==> src/rtl/posit_mult_arbiter_pkg.sv <==
// rtl/posit_mult_arbiter_pkg.sv - shared constants, clog2 helper and tag type for the posit multiplier arbiter
package posit_mult_arbiter_pkg;

    localparam int POSIT_N  = 32;
    localparam int POSIT_ES = 2;
    // Tag ID is sized for the largest supported requester count (8).
    localparam int TAG_IDW  = 3;

    function automatic int clog2(input int value);
        int r;
        r = 0;
        for (int i = 0; i < 31; i++) begin
            if ((1 << i) < value) begin
                r = i + 1;
            end
        end
        return (r < 1) ? 1 : r;
    endfunction

    typedef struct packed {
        logic               valid;
        logic [TAG_IDW-1:0] id;
    } tag_t;

endpackage

==> src/rtl/posit_mult_arbiter_if.sv <==
// rtl/posit_mult_arbiter_if.sv - requester and multiplier bus seen by the posit multiplier arbiter
interface posit_mult_arbiter_if #(
    parameter int N    = 32,
    parameter int NREQ = 4
);
    logic [NREQ-1:0]   req_valid;
    logic [NREQ-1:0]   req_ready;
    logic [NREQ*N-1:0] req_in1;
    logic [NREQ*N-1:0] req_in2;
    logic [N-1:0]      mul_in1;
    logic [N-1:0]      mul_in2;
    logic              mul_start;
    logic [N-1:0]      mul_result;
    logic              mul_inf;
    logic              mul_zero;
    logic [NREQ-1:0]   rsp_valid;
    logic [N-1:0]      rsp_result;
    logic              rsp_inf;
    logic              rsp_zero;

    // slave: the arbiter itself; master: requesters plus multiplier
    modport slave (
        input  req_valid, req_in1, req_in2, mul_result, mul_inf, mul_zero,
        output req_ready, mul_in1, mul_in2, mul_start,
               rsp_valid, rsp_result, rsp_inf, rsp_zero
    );

    modport master (
        output req_valid, req_in1, req_in2, mul_result, mul_inf, mul_zero,
        input  req_ready, mul_in1, mul_in2, mul_start,
               rsp_valid, rsp_result, rsp_inf, rsp_zero
    );

endinterface

==> src/rtl/posit_mult_tagpipe.sv <==
// rtl/posit_mult_tagpipe.sv - LATENCY-deep shift of requester tags aligned with the multiplier pipeline
module posit_mult_tagpipe
    import posit_mult_arbiter_pkg::*;
#(
    parameter int LATENCY = 4
) (
    input  logic clk,
    input  logic reset,
    input  tag_t tag_i,
    output tag_t tag_o
);

    generate
        if (LATENCY == 0) begin : g_pass
            assign tag_o = tag_i;
        end else begin : g_shift
            tag_t stage_q [LATENCY];

            always_ff @(posedge clk or posedge reset) begin
                if (reset) begin
                    for (int i = 0; i < LATENCY; i++) begin
                        stage_q[i] <= '0;
                    end
                end else begin
                    stage_q[0] <= tag_i;
                    for (int i = 1; i < LATENCY; i++) begin
                        stage_q[i] <= stage_q[i-1];
                    end
                end
            end

            assign tag_o = stage_q[LATENCY-1];
        end
    endgenerate

endmodule

==> src/rtl/posit_mult_arbiter.sv <==
// rtl/posit_mult_arbiter.sv - round-robin sharing of one pipelined posit multiplier among NREQ requesters
module posit_mult_arbiter
    import posit_mult_arbiter_pkg::*;
#(
    parameter int N       = POSIT_N,
    parameter int ES      = POSIT_ES,
    parameter int NREQ    = 4,
    parameter int LATENCY = 4,
    parameter int IDW     = clog2(NREQ)
) (
    input  logic                          clk,
    input  logic                          reset,
    input  logic                          enable,
    posit_mult_arbiter_if.slave           bus,
    output logic                          busy,
    output logic [clog2(LATENCY+3)-1:0]   inflight
);

    localparam int CNTW = clog2(LATENCY + 3);

    generate
        if (IDW != clog2(NREQ) || NREQ < 2 || NREQ > 8 || ES < 0) begin : g_bad_params
            $error("posit_mult_arbiter: unsupported NREQ/IDW/ES combination");
        end
    endgenerate

    logic [IDW-1:0]  ptr_q, ptr_d;
    logic [NREQ-1:0] grant_d;
    logic [IDW-1:0]  grant_id_d;
    logic            accept;
    int              idx;

    logic            mul_start_q;
    logic [N-1:0]    mul_in1_q, mul_in2_q;
    logic [IDW-1:0]  issue_id_q;

    tag_t            tag_in, tag_out;

    logic [NREQ-1:0] rsp_valid_q;
    logic [N-1:0]    rsp_result_q;
    logic            rsp_inf_q, rsp_zero_q;
    logic [CNTW-1:0] inflight_q;
    logic            rsp_any;

    // First valid requester at or above the pointer, wrapping around.
    always_comb begin
        grant_d    = '0;
        grant_id_d = '0;
        accept     = 1'b0;
        idx        = 0;
        if (enable) begin
            for (int i = 0; i < NREQ; i++) begin
                idx = (int'(ptr_q) + i) % NREQ;
                if (!accept && bus.req_valid[idx]) begin
                    accept       = 1'b1;
                    grant_d[idx] = 1'b1;
                    grant_id_d   = IDW'(idx);
                end
            end
        end
    end

    always_comb begin
        ptr_d = ptr_q;
        if (accept) begin
            ptr_d = (grant_id_d == IDW'(NREQ - 1)) ? '0 : grant_id_d + IDW'(1);
        end
    end

    always_comb begin
        tag_in.valid = mul_start_q;
        tag_in.id    = TAG_IDW'(issue_id_q);
    end

    posit_mult_tagpipe #(
        .LATENCY (LATENCY)
    ) u_tagpipe (
        .clk   (clk),
        .reset (reset),
        .tag_i (tag_in),
        .tag_o (tag_out)
    );

    assign rsp_any = |rsp_valid_q;

    always_ff @(posedge clk or posedge reset) begin
        if (reset) begin
            ptr_q        <= '0;
            mul_start_q  <= 1'b0;
            mul_in1_q    <= '0;
            mul_in2_q    <= '0;
            issue_id_q   <= '0;
            rsp_valid_q  <= '0;
            rsp_result_q <= '0;
            rsp_inf_q    <= 1'b0;
            rsp_zero_q   <= 1'b0;
            inflight_q   <= '0;
        end else begin
            ptr_q       <= ptr_d;
            mul_start_q <= accept;
            if (accept) begin
                mul_in1_q  <= bus.req_in1[int'(grant_id_d)*N +: N];
                mul_in2_q  <= bus.req_in2[int'(grant_id_d)*N +: N];
                issue_id_q <= grant_id_d;
            end

            rsp_valid_q <= '0;
            if (tag_out.valid) begin
                rsp_valid_q  <= NREQ'(1) << tag_out.id;
                rsp_result_q <= bus.mul_result;
                rsp_inf_q    <= bus.mul_inf;
                rsp_zero_q   <= bus.mul_zero;
            end

            if (accept && !rsp_any) begin
                inflight_q <= inflight_q + CNTW'(1);
            end else if (!accept && rsp_any) begin
                inflight_q <= inflight_q - CNTW'(1);
            end
        end
    end

    assign bus.req_ready  = grant_d;
    assign bus.mul_start  = mul_start_q;
    assign bus.mul_in1    = mul_in1_q;
    assign bus.mul_in2    = mul_in2_q;
    assign bus.rsp_valid  = rsp_valid_q;
    assign bus.rsp_result = rsp_result_q;
    assign bus.rsp_inf    = rsp_inf_q;
    assign bus.rsp_zero   = rsp_zero_q;
    assign inflight       = inflight_q;
    assign busy           = |inflight_q;

endmodule

==> src/flat_wrapper.sv <==
// flat-port wrapper written by rule: the top's interface ports become plain ports
module posit_mult_arbiter_flat import posit_mult_arbiter_pkg::*;
#(
    parameter int N       = POSIT_N,
    parameter int ES      = POSIT_ES,
    parameter int NREQ    = 4,
    parameter int LATENCY = 4,
    parameter int IDW     = clog2(NREQ)
)
  (clk, reset, enable, busy, inflight, bus_req_valid, bus_req_in1, bus_req_in2, bus_mul_result, bus_mul_inf, bus_mul_zero, bus_req_ready, bus_mul_in1, bus_mul_in2, bus_mul_start, bus_rsp_valid, bus_rsp_result, bus_rsp_inf, bus_rsp_zero);
  posit_mult_arbiter_if #(.N(N), .NREQ(NREQ)) bus_i ();
  input  logic clk;
  input  logic reset;
  input  logic enable;
  output logic busy;
  output logic [clog2(LATENCY+3)-1:0] inflight;
  input wire logic [$bits(bus_i.req_valid)-1:0] bus_req_valid;
  input wire logic [$bits(bus_i.req_in1)-1:0] bus_req_in1;
  input wire logic [$bits(bus_i.req_in2)-1:0] bus_req_in2;
  input wire logic [$bits(bus_i.mul_result)-1:0] bus_mul_result;
  input wire logic [$bits(bus_i.mul_inf)-1:0] bus_mul_inf;
  input wire logic [$bits(bus_i.mul_zero)-1:0] bus_mul_zero;
  output wire logic [$bits(bus_i.req_ready)-1:0] bus_req_ready;
  output wire logic [$bits(bus_i.mul_in1)-1:0] bus_mul_in1;
  output wire logic [$bits(bus_i.mul_in2)-1:0] bus_mul_in2;
  output wire logic [$bits(bus_i.mul_start)-1:0] bus_mul_start;
  output wire logic [$bits(bus_i.rsp_valid)-1:0] bus_rsp_valid;
  output wire logic [$bits(bus_i.rsp_result)-1:0] bus_rsp_result;
  output wire logic [$bits(bus_i.rsp_inf)-1:0] bus_rsp_inf;
  output wire logic [$bits(bus_i.rsp_zero)-1:0] bus_rsp_zero;
  assign bus_i.req_valid = bus_req_valid;
  assign bus_i.req_in1 = bus_req_in1;
  assign bus_i.req_in2 = bus_req_in2;
  assign bus_i.mul_result = bus_mul_result;
  assign bus_i.mul_inf = bus_mul_inf;
  assign bus_i.mul_zero = bus_mul_zero;
  assign bus_req_ready = bus_i.req_ready;
  assign bus_mul_in1 = bus_i.mul_in1;
  assign bus_mul_in2 = bus_i.mul_in2;
  assign bus_mul_start = bus_i.mul_start;
  assign bus_rsp_valid = bus_i.rsp_valid;
  assign bus_rsp_result = bus_i.rsp_result;
  assign bus_rsp_inf = bus_i.rsp_inf;
  assign bus_rsp_zero = bus_i.rsp_zero;
  posit_mult_arbiter #(.N(N), .ES(ES), .NREQ(NREQ), .LATENCY(LATENCY), .IDW(IDW)) u_core (.clk(clk), .reset(reset), .enable(enable), .bus(bus_i), .busy(busy), .inflight(inflight));
endmodule
==> config.mk <==
export PLATFORM = sky130hd
export DESIGN_NAME = posit_mult_arbiter_flat
export DESIGN_NICKNAME = d
export VERILOG_FILES = /design/src/rtl/posit_mult_arbiter_pkg.sv /design/src/rtl/posit_mult_arbiter_if.sv /design/src/rtl/posit_mult_tagpipe.sv /design/src/rtl/posit_mult_arbiter.sv /design/src/flat_wrapper.sv
export SDC_FILE = /design/constraint.sdc
export NUM_CORES = 1
export LEC_CHECK = 0
export BUFFER_PORTS_ARGS = -buffer_cell sky130_fd_sc_hd__clkbuf_2
export CORE_AREA = 2 2 157 159
export CTS_CLUSTER_SIZE = 40
export DETAILED_ROUTE_END_ITERATION = 6
export DIE_AREA = 0 0 159 161
export GPL_ROUTABILITY_DRIVEN = 0
export MAX_ROUTING_LAYER = met4
export PLACE_DENSITY = 0.59
export SLEW_MARGIN = 20
export SYNTH_ARGS = -nofsm -noshare
export SYNTH_HDL_FRONTEND = slang
export SYNTH_HIERARCHICAL = 1
export SYNTH_SLANG_ARGS = --single-unit
==> constraint.sdc <==
create_clock -name clk -period 4.76 [get_ports clk]
set_input_delay 0.952 -clock clk [delete_from_list [all_inputs] [get_ports clk]]
set_output_delay 0.952 -clock clk [all_outputs]
set_load 0.02 [all_outputs]
==> results of run 1 <==
## flip-flops by register name, indices dropped and copies added (netlist names)
register	flops
u_core/bus.mul_in1	32
u_core/bus.mul_in2	32
u_core/bus.rsp_result	32
u_core/u_tagpipe/g_shift.stage_q	12
u_core/bus.rsp_valid	4
u_core/u_tagpipe/tag_o	4
u_core/inflight	3
u_core/issue_id_q	2
u_core/ptr_q	2
u_core/bus.mul_start	1
u_core/bus.rsp_inf	1
u_core/bus.rsp_zero	1
## metrics by stage
step | utilization, % | cells | hold WS [ps] | power (mW) | setup slack (ps)
floorplan | - | 654 | 331 | 3.80 | 906
global placement | 38.6 | 1330 | 331 | 4.72 | 941
detailed placement | 38.6 | 1330 | 335 | 4.77 | 846
CTS | 41.1 | 1362 | 345 | 6.11 | 651
global route | 41.1 | 1366 | 347 | 6.42 | 456
finish | 41.1 | 1367 | 342 | 6.04 | 665
## worst reg2reg max path, cell delays in order (launching register included)
cell,delay (ps)
dfrtp_1,550
inv_1,170
ha_1,530
or3b_1,170
a2111o_1,140
nand3_2,160
o211ai_4,820
nand2_1,740
o221ai_1,430
## cells by family after synthesis
kind of cell,Yosys count
buffers and inverters,73
xor gates and xnor gates,4
AOI/OAI and AO/OA,215
other,1
and+or+nand+nor,130
adders and majority gates,11
DFF,126
muxes,94
## metal layers
metal	routed length [um]	GRT usage (%)	vias to the layer above
met4	1060	9.71	0
li1	-	-	3233
met3	1990	5.73	50
met5	0	-	-
met2	13700	36.8	337
met1	11300	25.8	3275
## path summary, 6_finish.rpt
| check | start | cells after the start | end | slack [ps] |
|---|---|---|---|---|
| max in group asynchronous | reset | 3 | u_core/bus.mul_in2[6] | 3070 |
| max | u_core/ptr_q[1] | 9 | bus_req_ready[0] | 670 |
| min | u_core/u_tagpipe/g_shift.stage_q[5] | 0 | u_core/u_tagpipe/tag_o[1] | 340 |
| max reg2reg | u_core/ptr_q[1] | 8 | u_core/bus.mul_in2[15] | 930 |
| min in group asynchronous | reset | 2 | u_core/u_tagpipe/g_shift.stage_q[11] | 660 |
| min reg2reg | u_core/u_tagpipe/g_shift.stage_q[5] | 0 | u_core/u_tagpipe/tag_o[1] | 340 |
## final cells by class
cell class                      count  area [um2]
Clock inverter                     14         158
Multi-Input combinational cell    455        3540
Fill cell                        2415       14100
Inverter                            8        37.5
Tap cell                          324         405
Timing Repair Buffer              417        2120
Antenna cell                        5        12.5
Clock buffer                       18         429
Sequential cell                   126        3150
## cell usage in the layout (no fill, tap or decap), types with 3 or more instances in the layout
master and instances:
nor2b_1 3, o2111ai_1 20, a21boi_0 16, a21o_1 29, inv_1 4, and2_1 4
o221ai_1 11, nand2_1 44, o22ai_1 17, o211ai_1 29, a211oi_1 58, mux4_2 3
clkinv_4 3, nand3_1 4, clkbuf_2 407, buf_4 9, o22ai_2 3, a22oi_1 8
and3_1 28, diode_2 5, mux2i_1 56, clkbuf_16 17, dfrtp_1 126, o21ai_0 14
inv_6 5, ha_1 10, nor2_1 32, mux2_2 35
## power breakdown
| group | switching [mW] | leakage, nW | internal [mW] |
|---|---|---|---|
| clock | 0.529 | 0.284 | 0.782 |
| sequential | 0.246 | 1.48 | 1.45 |
| combinational | 1.92 | 3.03 | 1.11 |
| total | 2.69 | 4.79 | 3.35 |
==> impl_metrics.toml, run 1 <==
[hold_path]
hp-class = "reg -> reg"

[timing]
setup_violations = 0
hold_viol_final = 0
worstMarginPinSlew_ps = 1090
relSlewSlack_pct = 27.0
period_share_pct = 86.0
maxSlewViolCount = 0
fin_crit_ps = 4090
final.setup_skew_ps = 12.1
tns_ps = 0
rsz0062_at_grt = "false"
timing.fmax_mhz = 244

[clock_tree]
cts_buffers = 17
htreeDepth = 4
cts_hold_buf = 0
clkSinkCount = 126
clk_latency_ps = 420
post-cts-setup-buffers = 0
cts_resized = 0
root_buffer = "clkbuf_16"
tritoncts = "done"
clockBufferDepth = 2
clk_pin_slew_ps = 70

[yosys]
synth-compound-area-share_pct = 23.4
synth_edf_count = 0
synth_top_family_by_area = "compound AO/OA/AOI/OAI gates"
avgSynthCellArea_um2 = 10.8
yosys.cell_types.count = 58
synth_top_cell_by_area = "dfrtp_1"
synth_area_mm2 = 0.00705
synthMuxAreaShare_pct = 14.5
yosysMostFrequentCell = "dfrtp_1"
synthXorXnorAreaFrac_pct = 0.763
synth_fa_ha_area_share_pct = 2.06
ys_warn_count = 6
synth_top_area_share_pct = 44.7
yosys.area_share.simple_pct = 9.21
ys_seq_elements = 126
synthArstFlopShare_pct = 100
seq_area_frac_synth_pct = 44.7
syn_inst = 654
ys.flop_type = "dfrtp_1"
synth_fp_nets = 962
synthTopCellsByArea = "dfrtp_1 45%, mux2i_1 8.0%, a211oi_1 6.2%"
yosys-top-cells-count = "126 x dfrtp_1, 58 x a211oi_1, 56 x mux2i_1, 44 x nand2_1"

[run]
maxCapViolCount = 0

[setup_path]
cp-start-kind = "flop"
critPathCaptureType = "primary output"
crit_family = "simple AND/OR/NAND/NOR gates"
worstPathArrival_ps = 3140
required_ps = 3810
slowest_delay_ps = 550
critical_path_peak_fanout = 10
critical_path_buf_inv_count = 2
crit_chain = "inv_1 -> ha_1 -> or3b_1 -> a2111o_1 -> nand3_2 -> a22oi_1 -> o21ai_0 -> and2_1 -> clkbuf_2"
cp_slowest_cell = "dfrtp_1"
path_class = "reg -> out"

[grt]
grt_antenna_before_repair = 4
grt_usage_pct = 22.3
grt_max_degree = 86
overflow = 0
grt_pass1_wl_um = 42200
grt_pass1_vias = 7040

[placed_design]
dpl_cell_area_mm2 = 0.00926
dp_hpwl_um = 20800
numPortBuffers = 407

[outcome]
status = "complete, no violations"

[routing]
first_pass_iters = 5
vias = 6895
wl_per_cell_um = 20.5
drt_wl_total_um = 28100
drt_iter0_markers = 468
drc = 0
viasPerCell = 5.04
ant_nets = 0

[pwr]
p_per_area_mw_per_mm2 = 612
ir_worst_vdd_mv = 0.218
leakage_nw = 4.79

[die]
rows = 57
die_area_mm2 = 0.0256
initial_core_util_pct = 29.4
core_mm2 = 0.0240
die_x_um = 159
ioPinCount = 408
die_h_um = 161

[cells_and_area]
fin_area_mm2 = 0.00986
syn_to_final_growth_pct = 39.9
nNetsFinal = 1333
drive_above_1_share_pct = 48.4
(Power assumes the default switching activity.)
==> run 2: changes to the inputs <==
- CORE_AREA: 2 2 157 159 -> 2 2 160 162
- CTS_BUF_LIST: default -> sky130_fd_sc_hd__clkbuf_2 sky130_fd_sc_hd__clkbuf_4 sky130_fd_sc_hd__clkbuf_8
- DIE_AREA: 0 0 159 161 -> 0 0 162 164
- PLACE_DENSITY: 0.59 -> 0.57
- RECOVER_POWER: default -> 25
==> run 2 against run 1 <==
  * The flow now finishes with violations (capacitance limit, slew limit)
  * Largest cell class unchanged
  * Critical path depth stayed put
  * Die area is 3.8% higher
  * Sequential share of layout area is 0.60 points higher
==> impl_metrics.toml, run 2 (synthesis results as in run 1) <==
[grt]
grt_max_degree = 73
grt_pass1_vias = 6949
grt_pass1_wl_um = 40700
grt_antenna_before_repair = 2
grt_use_met1_pct = 25.0
overflow = 0
grtUsageMet2_pct = 34.5
met3_usage_pct = 5.33
grt_usage_pct = 20.7
busiest_layer = "met2"

[die]
rows = 58
die_area_mm2 = 0.0266
die_x_um = 162
die_h_um = 164
initial_core_util_pct = 28.4
core_mm2 = 0.0248
ioPinCount = 408

[clock_tree]
clkSinkCount = 126
clk_latency_ps = 440
cts_hold_buf = 0
cts_resized = 0
cts_buffers = 17
root_buffer = "clkbuf_8"
htreeDepth = 4
clk_pin_slew_ps = 90
post-cts-setup-buffers = 0
tritoncts = "done"
clockBufferDepth = 2

[cells_and_area]
layout.cells.non_filler = 1373
fin_util_pct = 39.0
mostFrequentLayoutCell = "clkbuf_2"
drive_above_1_share_pct = 48.4
nNetsFinal = 1335
syn_to_final_growth_pct = 37.3
final_cell_mix = "406 x clkbuf_2, 126 x dfrtp_1, 58 x a211oi_1"

[setup_path]
crit_chain = "inv_1 -> ha_1 -> or3b_1 -> a2111o_1 -> nand3_2 -> a22oi_1 -> o21ai_0 -> and2_1 -> clkbuf_2"
critPathCaptureType = "primary output"
cp_slowest_cell = "dfrtp_1"
rr_worst_depth = 9
critPathLaunch = "u_core/ptr_q[1]"
r2r_slack_ps = 970
cp-start-kind = "flop"
critical_path_peak_fanout = 10
rr_endpoint = "u_core/bus.mul_in2[16]"
r2r_start = "u_core/ptr_q[1]"
path_class = "reg -> out"
slowest_delay_ps = 580
worstPathArrival_ps = 3250
required_ps = 3810

[hold_path]
hold_depth = 0
hold_start = "u_core/u_tagpipe/g_shift.stage_q[8]"
whs_endpoint = "u_core/u_tagpipe/g_shift.stage_q[4]"
hp-class = "reg -> reg"

[routing]
first_pass_iters = 4
vias = 6867
drt_iter0_markers = 371
viasPerCell = 5.00
drt_wl_total_um = 27600
ant_nets = 0
drc = 0
wl_per_cell_um = 20.1

[timing]
maxSlewViolCount = 92
setup_violations = 0
relSlewSlack_pct = -86.5
final.setup_skew_ps = 18.5
hold_viol_final = 0
worstMarginPinSlew_ps = 2780
tns_ps = 0
period_share_pct = 88.2
rsz0062_at_grt = "false"
fin_crit_ps = 4200
timing.fmax_mhz = 238

[pwr]
ir_worst_vdd_mv = 0.261
leakage_nw = 4.70
p_per_area_mw_per_mm2 = 582
p_total_mw = 5.63

[outcome]
violations = "capacitance limit, slew limit"
status = "finished with violations"

[run]
maxCapViolCount = 2

[placed_design]
numPortBuffers = 407
dp_hpwl_um = 20100
dp.cells = 1338
[run 2: worst max-delay path by stage]
stage	slack [ps]	endpoint	depth (start not counted)
floorplan	910	u_core/bus.mul_in1[0]	1
global placement	1020	u_core/bus.mul_in2[15]	8
detailed placement	920	u_core/bus.mul_in2[13]	8
CTS	530	bus_req_ready[1]	9
global route	290	bus_req_ready[1]	9
finish	560	bus_req_ready[1]	9
[run 2: per-stage QoR]
| step | hold slack (ps) | instance area [um2] | worst slack (ps) |
|---|---|---|---|
| after floorplan | 331 | 7050 | 906 |
| after global placement | 331 | 9290 | 1020 |
| after detailed placement | 336 | 9290 | 916 |
| after CTS | 349 | 9680 | 535 |
| after global routing | 358 | 9680 | 285 |
| final | 348 | 9680 | 563 |
[run 2: area by class of cell]
class	count	area, um2
clock buffer	19	255
tap	330	413
multi-input combinational	455	3540
clock inverter	13	128
fill	2530	15100
sequential	126	3150
antenna	3	7.51
inverter	8	33.8
timing repair buffer	419	2150
[run 2: worst max-delay path: cells and delay by family, from the launching register on]
family                   cells  cell delay [ps]
AND/OR/NAND/NOR              3              730
flip-flops                   1              580
AO/OA/AOI/OAI                3              710
adder cells (fa/ha/maj)      1              460
buffers and inverters        2              340
[run 2: power breakdown]
| part | total (mW) | switching, mW | internal [mW] |
|---|---|---|---|
| sequential | 1.68 | 0.227 | 1.45 |
| clock | 0.938 | 0.493 | 0.445 |
| combinational | 3.02 | 1.90 | 1.11 |
| total | 5.63 | 2.62 | 3.01 |
[run 2: metal layers]
layer / up-vias / share of wire [%]
li1: 3223 / -
met1: 3278 / 41
met2: 335 / 50
met3: 31 / 8.0
met4: 0 / 1.6
met5: - / 0
==> run 3: changes to the inputs <==
- GPL_TIMING_DRIVEN: default -> 0
- SLEW_MARGIN: 20 -> 10
==> run 3 against run 2 <==
  * The run still ends with capacitance limit, slew limit left
  * Via count rose by 3.1%
  * Sequential share of layout area fell by 0.76 points
  * Global-route usage rose by 1.4 points
  * Clock power rose by 9%
  * Wire length rose by 7.4%
  * Cell area rose by 2.4%
  * Sequential cell count did not move
  * Die area did not move
  * Sequential power barely moved
  * Register-to-register slack got worse by 300 ps
  * Cell count rose by 3.5%
  * Largest power group unchanged
==> impl_metrics.toml, run 3 (synthesis results as in run 1) <==
[setup_path]
cp-start-kind = "flop"
critical_path_peak_fanout = 10
worstPathArrival_ps = 3380
rr_endpoint = "u_core/ptr_q[0]"
critPathCaptureType = "primary output"
path_class = "reg -> out"
required_ps = 3810
r2r_slack_ps = 670
r2r_start = "u_core/ptr_q[0]"
rr_worst_depth = 14

[timing]
setup_violations = 0
rsz0062_at_grt = "false"
tns_ps = 0
hold_slack_ps = 348
fin_crit_ps = 4330
final.setup_skew_ps = 20.3
timing.fmax_mhz = 231
relSlewSlack_pct = -62.2
worstMarginPinSlew_ps = 2420
period_share_pct = 91.0
hold_viol_final = 0
maxSlewViolCount = 113

[routing]
drc = 0
vias = 7079
first_pass_iters = 5
drt_wl_total_um = 29600
viasPerCell = 4.98
wl_per_cell_um = 20.8
ant_nets = 0
drt_iter0_markers = 337

[placed_design]
dp.cells = 1388
numPortBuffers = 403
dp_hpwl_um = 23200

[pwr]
combinationalPowerShare_pct = 54.7
switching_power_mw = 2.77
p_per_area_mw_per_mm2 = 601
clkPwrFrac_pct = 17.2
sw_frac_of_total_pct = 46.6
ir_worst_vdd_mv = 0.184
seq_power_share_pct = 28.1
internal_power_mw = 3.18
leakage_nw = 4.82

[run]
maxCapViolCount = 2

[outcome]
status = "finished with violations"
violations = "capacitance limit, slew limit"

[clock_tree]
clockBufferDepth = 2
clkSinkCount = 126
clk_pin_slew_ps = 80
clk_latency_ps = 440
cts_resized = 0
root_buffer = "clkbuf_8"
tritoncts = "done"
cts_hold_buf = 0
cts_buffers = 17
htreeDepth = 4
post-cts-setup-buffers = 0

[cells_and_area]
fin_util_pct = 39.9
syn_to_final_growth_pct = 40.6
nNetsFinal = 1385
drive_above_1_share_pct = 47.2
final_cell_mix = "404 x clkbuf_2, 126 x dfrtp_1, 58 x a211oi_1"
mostFrequentLayoutCell = "clkbuf_2"
layout.cells.non_filler = 1421

[die]
rows = 58
core_mm2 = 0.0248
die_h_um = 164
die_x_um = 162
initial_core_util_pct = 28.4
ioPinCount = 408
die_area_mm2 = 0.0266

[grt]
grt_max_degree = 65
grt_antenna_before_repair = 2
overflow = 0
grt_pass1_wl_um = 42400
grt_usage_pct = 22.2
grt_pass1_vias = 6977

[hold_path]
hold_start = "u_core/u_tagpipe/g_shift.stage_q[7]"
hp-class = "reg -> reg"
hold_depth = 0
whs_endpoint = "u_core/u_tagpipe/tag_o[3]"
-- run 3: changes by cell type in the layout (fill, tap and decap cells not counted), sizes merged --
| cell | previous run | this run |
|---|---|---|
| clkinv | 4 | 5 |
| buf | 11 | 29 |
| clkbuf | 427 | 458 |
| bufinv | 1 | 2 |
| diode | 3 | 1 |
| clkinvlp | 3 | 2 |
-- run 3: worst max-delay path by stage --
stage                     cells past startpoint        startpoint                endpoint  slack [ps]
after floorplan                               1             reset   u_core/bus.mul_in1[0]         910
after detailed placement                      9  bus_req_valid[1]      u_core/inflight[1]         150
final                                        11   u_core/ptr_q[0]        bus_req_ready[3]         430
after global placement                        2             reset  u_core/bus.mul_in1[22]        -920
after global routing                         11   u_core/ptr_q[0]        bus_req_ready[1]         130
after CTS                                    11   u_core/ptr_q[0]        bus_req_ready[1]         370
-- run 3: routing by layer --
layer / wire (um) / vias to the layer above / GRT usage, %
li1: - / 3333 / -
met1: 11900 / 3363 / 26.0
met2: 14800 / 348 / 38.0
met3: 2300 / 35 / 5.15
met4: 611 / 0 / 6.68
met5: 0 / - / -
-- run 3: worst max-delay path: stages (launching register included) --
cell and delay (ps):
dfrtp_1 540, buf_4 240, inv_1 170, ha_1 330, clkbuf_2 200, or3b_1 370, a2111o_1 420, nand3_2 160
a22oi_1 120, o21ai_0 100, and2_1 140, clkbuf_2 160
-- run 3: cell type report --
type,instances,area [um2]
Fill cell,2582,14900
Antenna cell,1,2.50
Tap cell,330,413
Inverter,8,31.3
Sequential cell,126,3150
Clock inverter,14,174
Buffer,65,345
Timing Repair Buffer,404,2020
Multi-Input combinational cell,455,3520
Clock buffer,18,248
-- run 3: per-stage QoR --
step / area (um2) / total power [mW] / worst slack, ps
after floorplan: 7050 / 3.80 / 906
after global placement: 9480 / 4.96 / -924
after detailed placement: 9510 / 5.00 / 151
after CTS: 9930 / 6.05 / 368
after global routing: 9910 / 6.35 / 126
final: 9910 / 5.96 / 427
-- run 3: power groups by stage --
stage	Combinational, mW	Sequential (mW)	Clock, mW
2_1_floorplan	1.73	2.07	0
3_5_place_dp	3.30	1.70	0
3_3_place_gp	3.27	1.69	0
4_1_cts	3.30	1.68	1.06
5_1_grt	3.52	1.73	1.11
6_report	3.26	1.68	1.02
